## src/rtl/uart_tx_arbiter.sv

```systemverilog
// Round-robin packet arbiter sharing one UART transmitter among N_REQ requesters.
// Packets are never interleaved; an optional ID header byte precedes each packet.
module uart_tx_arbiter #(
  parameter int          N_REQ     = 4,
  parameter bit          ID_HEADER = 1'b1,
  parameter logic [15:0] TIMEOUT   = 16'd50000
) (
  input  logic               Clk,
  input  logic               Rst_n,
  input  logic [N_REQ-1:0]   Req,
  input  logic [8*N_REQ-1:0] ReqData,
  input  logic [N_REQ-1:0]   ReqLast,
  output logic [N_REQ-1:0]   ReqAck,
  output logic [N_REQ-1:0]   Grant,
  output logic               Abort,
  output logic               Busy,
  output logic               TxEn,
  output logic [7:0]         TxData,
  input  logic               TxDone
);
  localparam int IW = (N_REQ > 1) ? $clog2(N_REQ) : 1;

  typedef enum logic [2:0] {IDLE, HDR, HDR_WAIT, LOAD, SEND_WAIT} state_t;

  state_t            state, stateNext;
  logic [IW-1:0]     gId, gIdNext, rrPtr, rrPtrNext, nextPtr;
  logic              lastQ, lastNext;
  logic [15:0]       cnt, cntNext;
  logic [N_REQ-1:0]  grantNext, ackNext;
  logic              txEnNext, abortNext;
  logic [7:0]        txDataNext;
  logic [7:0]        reqByte [N_REQ];
  logic [IW-1:0]     cand, pick;
  logic              found;

  for (genvar i = 0; i < N_REQ; i++) begin : g_bytes
    assign reqByte[i] = ReqData[8*i +: 8];
  end

  assign nextPtr = (int'(gId) == N_REQ - 1) ? '0 : gId + 1'b1;

  // First requester at or after rrPtr, wrapping around.
  always_comb begin
    found = 1'b0;
    pick  = '0;
    cand  = '0;
    for (int i = 0; i < N_REQ; i++) begin
      cand = IW'((int'(rrPtr) + i) % N_REQ);
      if (!found && Req[cand]) begin
        found = 1'b1;
        pick  = cand;
      end
    end
  end

  always_comb begin
    stateNext  = state;
    gIdNext    = gId;
    rrPtrNext  = rrPtr;
    lastNext   = lastQ;
    cntNext    = cnt;
    grantNext  = Grant;
    ackNext    = '0;
    txEnNext   = 1'b0;
    abortNext  = 1'b0;
    txDataNext = TxData;
    case (state)
      IDLE: begin
        if (found) begin
          gIdNext         = pick;
          grantNext       = '0;
          grantNext[pick] = 1'b1;
          cntNext         = '0;
          stateNext       = ID_HEADER ? HDR : LOAD;
        end
      end
      HDR: begin
        txDataNext = 8'hA0 | 8'(gId);
        txEnNext   = 1'b1;
        stateNext  = HDR_WAIT;
      end
      HDR_WAIT: begin
        if (TxDone) begin
          cntNext   = '0;
          stateNext = LOAD;
        end
      end
      LOAD: begin
        if (Req[gId]) begin
          txDataNext   = reqByte[gId];
          txEnNext     = 1'b1;
          ackNext[gId] = 1'b1;
          lastNext     = ReqLast[gId];
          cntNext      = '0;
          stateNext    = SEND_WAIT;
        end else if (cnt >= TIMEOUT - 16'd1) begin
          // Stalled owner: release the link and move past it.
          abortNext = 1'b1;
          grantNext = '0;
          rrPtrNext = nextPtr;
          cntNext   = '0;
          stateNext = IDLE;
        end else begin
          cntNext = (cnt == 16'hFFFF) ? cnt : cnt + 16'd1;
        end
      end
      SEND_WAIT: begin
        if (TxDone) begin
          if (lastQ) begin
            grantNext = '0;
            rrPtrNext = nextPtr;
            stateNext = IDLE;
          end else begin
            cntNext   = '0;
            stateNext = LOAD;
          end
        end
      end
      default: stateNext = IDLE;
    endcase
  end

  always_ff @(posedge Clk or negedge Rst_n) begin
    if (!Rst_n) begin
      state  <= IDLE;
      gId    <= '0;
      rrPtr  <= '0;
      lastQ  <= 1'b0;
      cnt    <= '0;
      Grant  <= '0;
      ReqAck <= '0;
      Abort  <= 1'b0;
      Busy   <= 1'b0;
      TxEn   <= 1'b0;
      TxData <= 8'h00;
    end else begin
      state  <= stateNext;
      gId    <= gIdNext;
      rrPtr  <= rrPtrNext;
      lastQ  <= lastNext;
      cnt    <= cntNext;
      Grant  <= grantNext;
      ReqAck <= ackNext;
      Abort  <= abortNext;
      Busy   <= (stateNext != IDLE);
      TxEn   <= txEnNext;
      TxData <= txDataNext;
    end
  end
endmodule

```

## config.mk

```make
export PLATFORM = sky130hd
export DESIGN_NAME = uart_tx_arbiter
export DESIGN_NICKNAME = d
export VERILOG_FILES = /design/src/rtl/uart_tx_arbiter.sv
export SDC_FILE = /design/constraint.sdc
export NUM_CORES = 1
export LEC_CHECK = 0
export BUFFER_PORTS_ARGS = -buffer_cell sky130_fd_sc_hd__buf_2
export CORE_AREA = 2 2 81 83
export DETAILED_ROUTE_END_ITERATION = 8
export DIE_AREA = 0 0 83 85
export PLACE_DENSITY = 0.62
export SKIP_LAST_GASP = 1
export SLEW_MARGIN = 0
export SYNTH_ARGS = -nofsm -noshare
export SYNTH_HDL_FRONTEND = slang
export SYNTH_SLANG_ARGS = --single-unit
```

## constraint.sdc

```tcl
create_clock -name Clk -period 2.5 [get_ports Clk]
set_input_delay 0.25 -clock Clk [delete_from_list [all_inputs] [get_ports Clk]]
set_output_delay 0.25 -clock Clk [all_outputs]
set_load 0.005 [all_outputs]
```

==> insert_results.sql <==
INSERT INTO impl_metrics (metric_group, metric, value, unit) VALUES
('cells_and_area', 'multi_input_area', '1220', 'um2'),
('floorplan', 'initial_standard_cell_utilization_of_the_core', '0.386', ''),
('yosys', 'post_syn_instances', '238', ''),
('clock_network', 'cts.clk_slew.worst_paths', '80', 'ps'),
('timing', 'timing.final.ws_setup', '300', 'ps'),
('placed_design', 'dp_worst_setup_slack', '292', 'ps'),
('power_and_ir_drop', 'cellPowerDensity', '964', 'nW/um2'),
('power_and_ir_drop', 'switching_power_of_the_nets', '1.05', 'mW'),
('cells_and_area', 'diodes', '0', ''),
('placed_design', 'detailedPlacementHpwl', '3.98', 'mm'),
('floorplan', 'boundary_pins', '62', ''),
('critical_path', 'worst_ep_required_time', '2690', 'ps'),
('yosys', 'postSynthNetCount', '286', ''),
('clock_network', 'max-clock-path-buffers', '2', ''),
('detailed_routing', 'routed-via-count', '2028', ''),
('floorplan', 'die_width', '83', 'um'),
('min_path', 'worstHoldPathType', 'input pin to async pin', ''),
('detailed_routing', 'route.antenna.remaining_nets', '0', ''),
('global_routing', 'grt_pass1_wl', '9.16', 'mm'),
('detailed_routing', 'via_per_inst', '5.34', ''),
('timing', 'report.final.hold_viol_count', '0', ''),
('global_routing', 'grt_remaining_overflow', '0', ''),
('detailed_routing', 'met2WireLength', '2.56', 'mm'),
('detailed_routing', 'drt_first_iter_violations', '102', ''),
('timing', 'min_period', '2200', 'ps'),
('floorplan', 'die_span_y', '85', 'um'),
('power_and_ir_drop', 'internal_power', '1.75', 'mW'),
('critical_path', 'worst_setup_end_kind', 'flop', ''),
('timing', 'fin_worst_hold_slack', '87.7', 'ps'),
('yosys', 'yosys_most_used_dff', 'dfrtp_1', ''),
('yosys', 'async_reset_ff_frac', '1.00', ''),
('detailed_routing', 'totalWireLength', '5.36', 'mm'),
('cells_and_area', 'layout.cells.most_common_list', 'buf_2 (61), dfrtp_1 (43), o21ai_0 (23)', ''),
('detailed_routing', 'm1WireLength', '2.52', 'mm'),
('yosys', 'synth_enable_flop_cells', '0', ''),
('floorplan', 'coreArea', '6200', 'um2'),
('timing', 'rsz_0062_raised_after_global_routing', 'false', ''),
('critical_path', 'crit_slowest_cell', 'dfrtp_1', ''),
('timing', 'max_slew_headroom', '0.361', ''),
('cells_and_area', 'fin_nets', '350', ''),
('cells_and_area', 'synthesis_to_finish_area_growth', '21.1', '%'),
('cells_and_area', 'area.sequential', '1080', 'um2'),
('power_and_ir_drop', 'clock_power_share', '0.177', ''),
('outcome', 'outcome', 'finished clean', ''),
('clock_network', 'cts.sinks', '43', ''),
('critical_path', 'path_buf_inv', '1', ''),
('timing', 'clock.fmax', '455', 'MHz'),
('cells_and_area', 'filler_cell_count', '584', ''),
('critical_path', 'worstPathArrival', '2390', 'ps'),
('global_routing', 'grt_pass1_vias', '2020', ''),
('yosys', 'netlist_area', '2390', 'um2'),
('critical_path', 'rr_worst_depth', '7', ''),
('detailed_routing', 'drc_markers', '0', ''),
('cells_and_area', 'drive_above_1_share', '0.307', ''),
('global_routing', 'antenna_found_initial', '0', ''),
('power_and_ir_drop', 'p_seq_frac', '0.367', ''),
('power_and_ir_drop', 'proportion_of_power_drawn_by_combinational_gates', '0.456', ''),
('critical_path', 'critical_path_s_top_delay_family', 'compound AO/OA/AOI/OAI gates', ''),
('cells_and_area', 'utilization', '0.467', ''),
('clock_network', 'cts_max_level', '2', ''),
('clock_network', 'clkLatencyLatePin', '300', 'ps'),
('clock_network', 'tritoncts', 'yes', ''),
('placed_design', 'gp_congestion', '0.799', ''),
('critical_path', 'timing.critical_path.fanout_max', '8', ''),
('cells_and_area', 'count_of_placed_standard_cells_in_the_final_layout_fillers_left_out', '380', ''),
('flow_run', 'max-cap-violations', '0', ''),
('timing', 'timing_max_transition_violations_final', '0', ''),
('critical_path', 'timing.setup.critical_path_class', 'flop to flop', ''),
('floorplan', 'total_die_area', '7060', 'um2'),
('detailed_routing', 'route.detailed.wl_per_inst', '14.1', 'um'),
('clock_network', 'cts_resizes', '0', '');
==> worst paths after layout <==
kind	endpoint	from	slack, ps
max in group asynchronous	cnt[0]	Rst_n	1800
min	cnt[11]	Rst_n	90
max reg2reg	Grant[0]	cnt[0]	300
min in group Clk	state[0]	TxDone	290
max	Grant[0]	cnt[0]	300
min reg2reg	TxData[5]	TxData[5]	480
==> cell families after synthesis <==
family / after synthesis / synth area share
xor gates and xnor gates: 2 / 0.00732
AOI/OAI and AO/OA: 61 / 0.165
DFF: 43 / 0.449
adders and majority gates: 5 / 0.0261
muxes: 17 / 0.115
buffers and inverters: 23 / 0.0397
and+or+nand+nor: 87 / 0.197
==> layer usage <==
layer	track usage	up-vias
li1	-	996
met1	0.208	979
met2	0.265	46
met3	0.0302	7
met4	0.0596	0
met5	0	-
==> cell usage after synthesis (2+ instances only) <==
cell / instances / share of area
nor4_1: 6 / 0.016
and4_1: 3 / 0.011
nand2b_1: 3 / 0.0078
o21a_1: 2 / 0.0063
mux4_2: 8 / 0.075
nor2b_1: 3 / 0.0078
dfrtp_1: 43 / 0.45
nand4_1: 2 / 0.0052
clkbuf_1: 8 / 0.013
o21ai_0: 23 / 0.048
o2bb2ai_1: 2 / 0.0073
and2_1: 4 / 0.010
a22o_1: 6 / 0.022
xor2_1: 2 / 0.0073
mux2i_1: 4 / 0.017
a21oi_1: 14 / 0.029
or3_1: 5 / 0.013
a21o_1: 5 / 0.016
nand3_1: 10 / 0.021
mux2_2: 5 / 0.024
ha_1: 5 / 0.026
nand2_1: 19 / 0.030
nor2_1: 14 / 0.022
nor3_1: 3 / 0.0063
a31oi_1: 3 / 0.0078
and3_1: 8 / 0.021
inv_1: 12 / 0.019
nand3b_1: 2 / 0.0063
==> state kept, by name, summed over array words and instances (netlist names) <==
name,flops
cnt,16
TxData,8
Grant,4
ReqAck,4
state,3
gId,2
rrPtr,2
Abort,1
Busy,1
TxEn,1
lastQ,1
==> final cells by class <==
| type | count | share of cell area |
|---|---|---|
| Multi-Input combinational cell | 172 | 0.422 |
| Timing Repair Buffer | 68 | 0.123 |
| Inverter | 12 | 0.0155 |
| Tap cell | 77 | 0.0332 |
| Clock buffer | 8 | 0.0345 |
| Sequential cell | 43 | 0.371 |
==> power groups by stage <==
| stage | clock network [mW] | logic [mW] | registers (mW) |
|---|---|---|---|
| 3_5_place_dp | 0 | 1.29 | 1.03 |
| 3_3_place_gp | 0 | 1.27 | 1.04 |
| 5_1_grt | 0.533 | 1.43 | 1.05 |
| 4_1_cts | 0.509 | 1.28 | 1.03 |
| 6_report | 0.496 | 1.27 | 1.03 |
| 2_1_floorplan | 0 | 0.900 | 1.01 |
No activity file was read; power rests on OpenSTA's default activity.
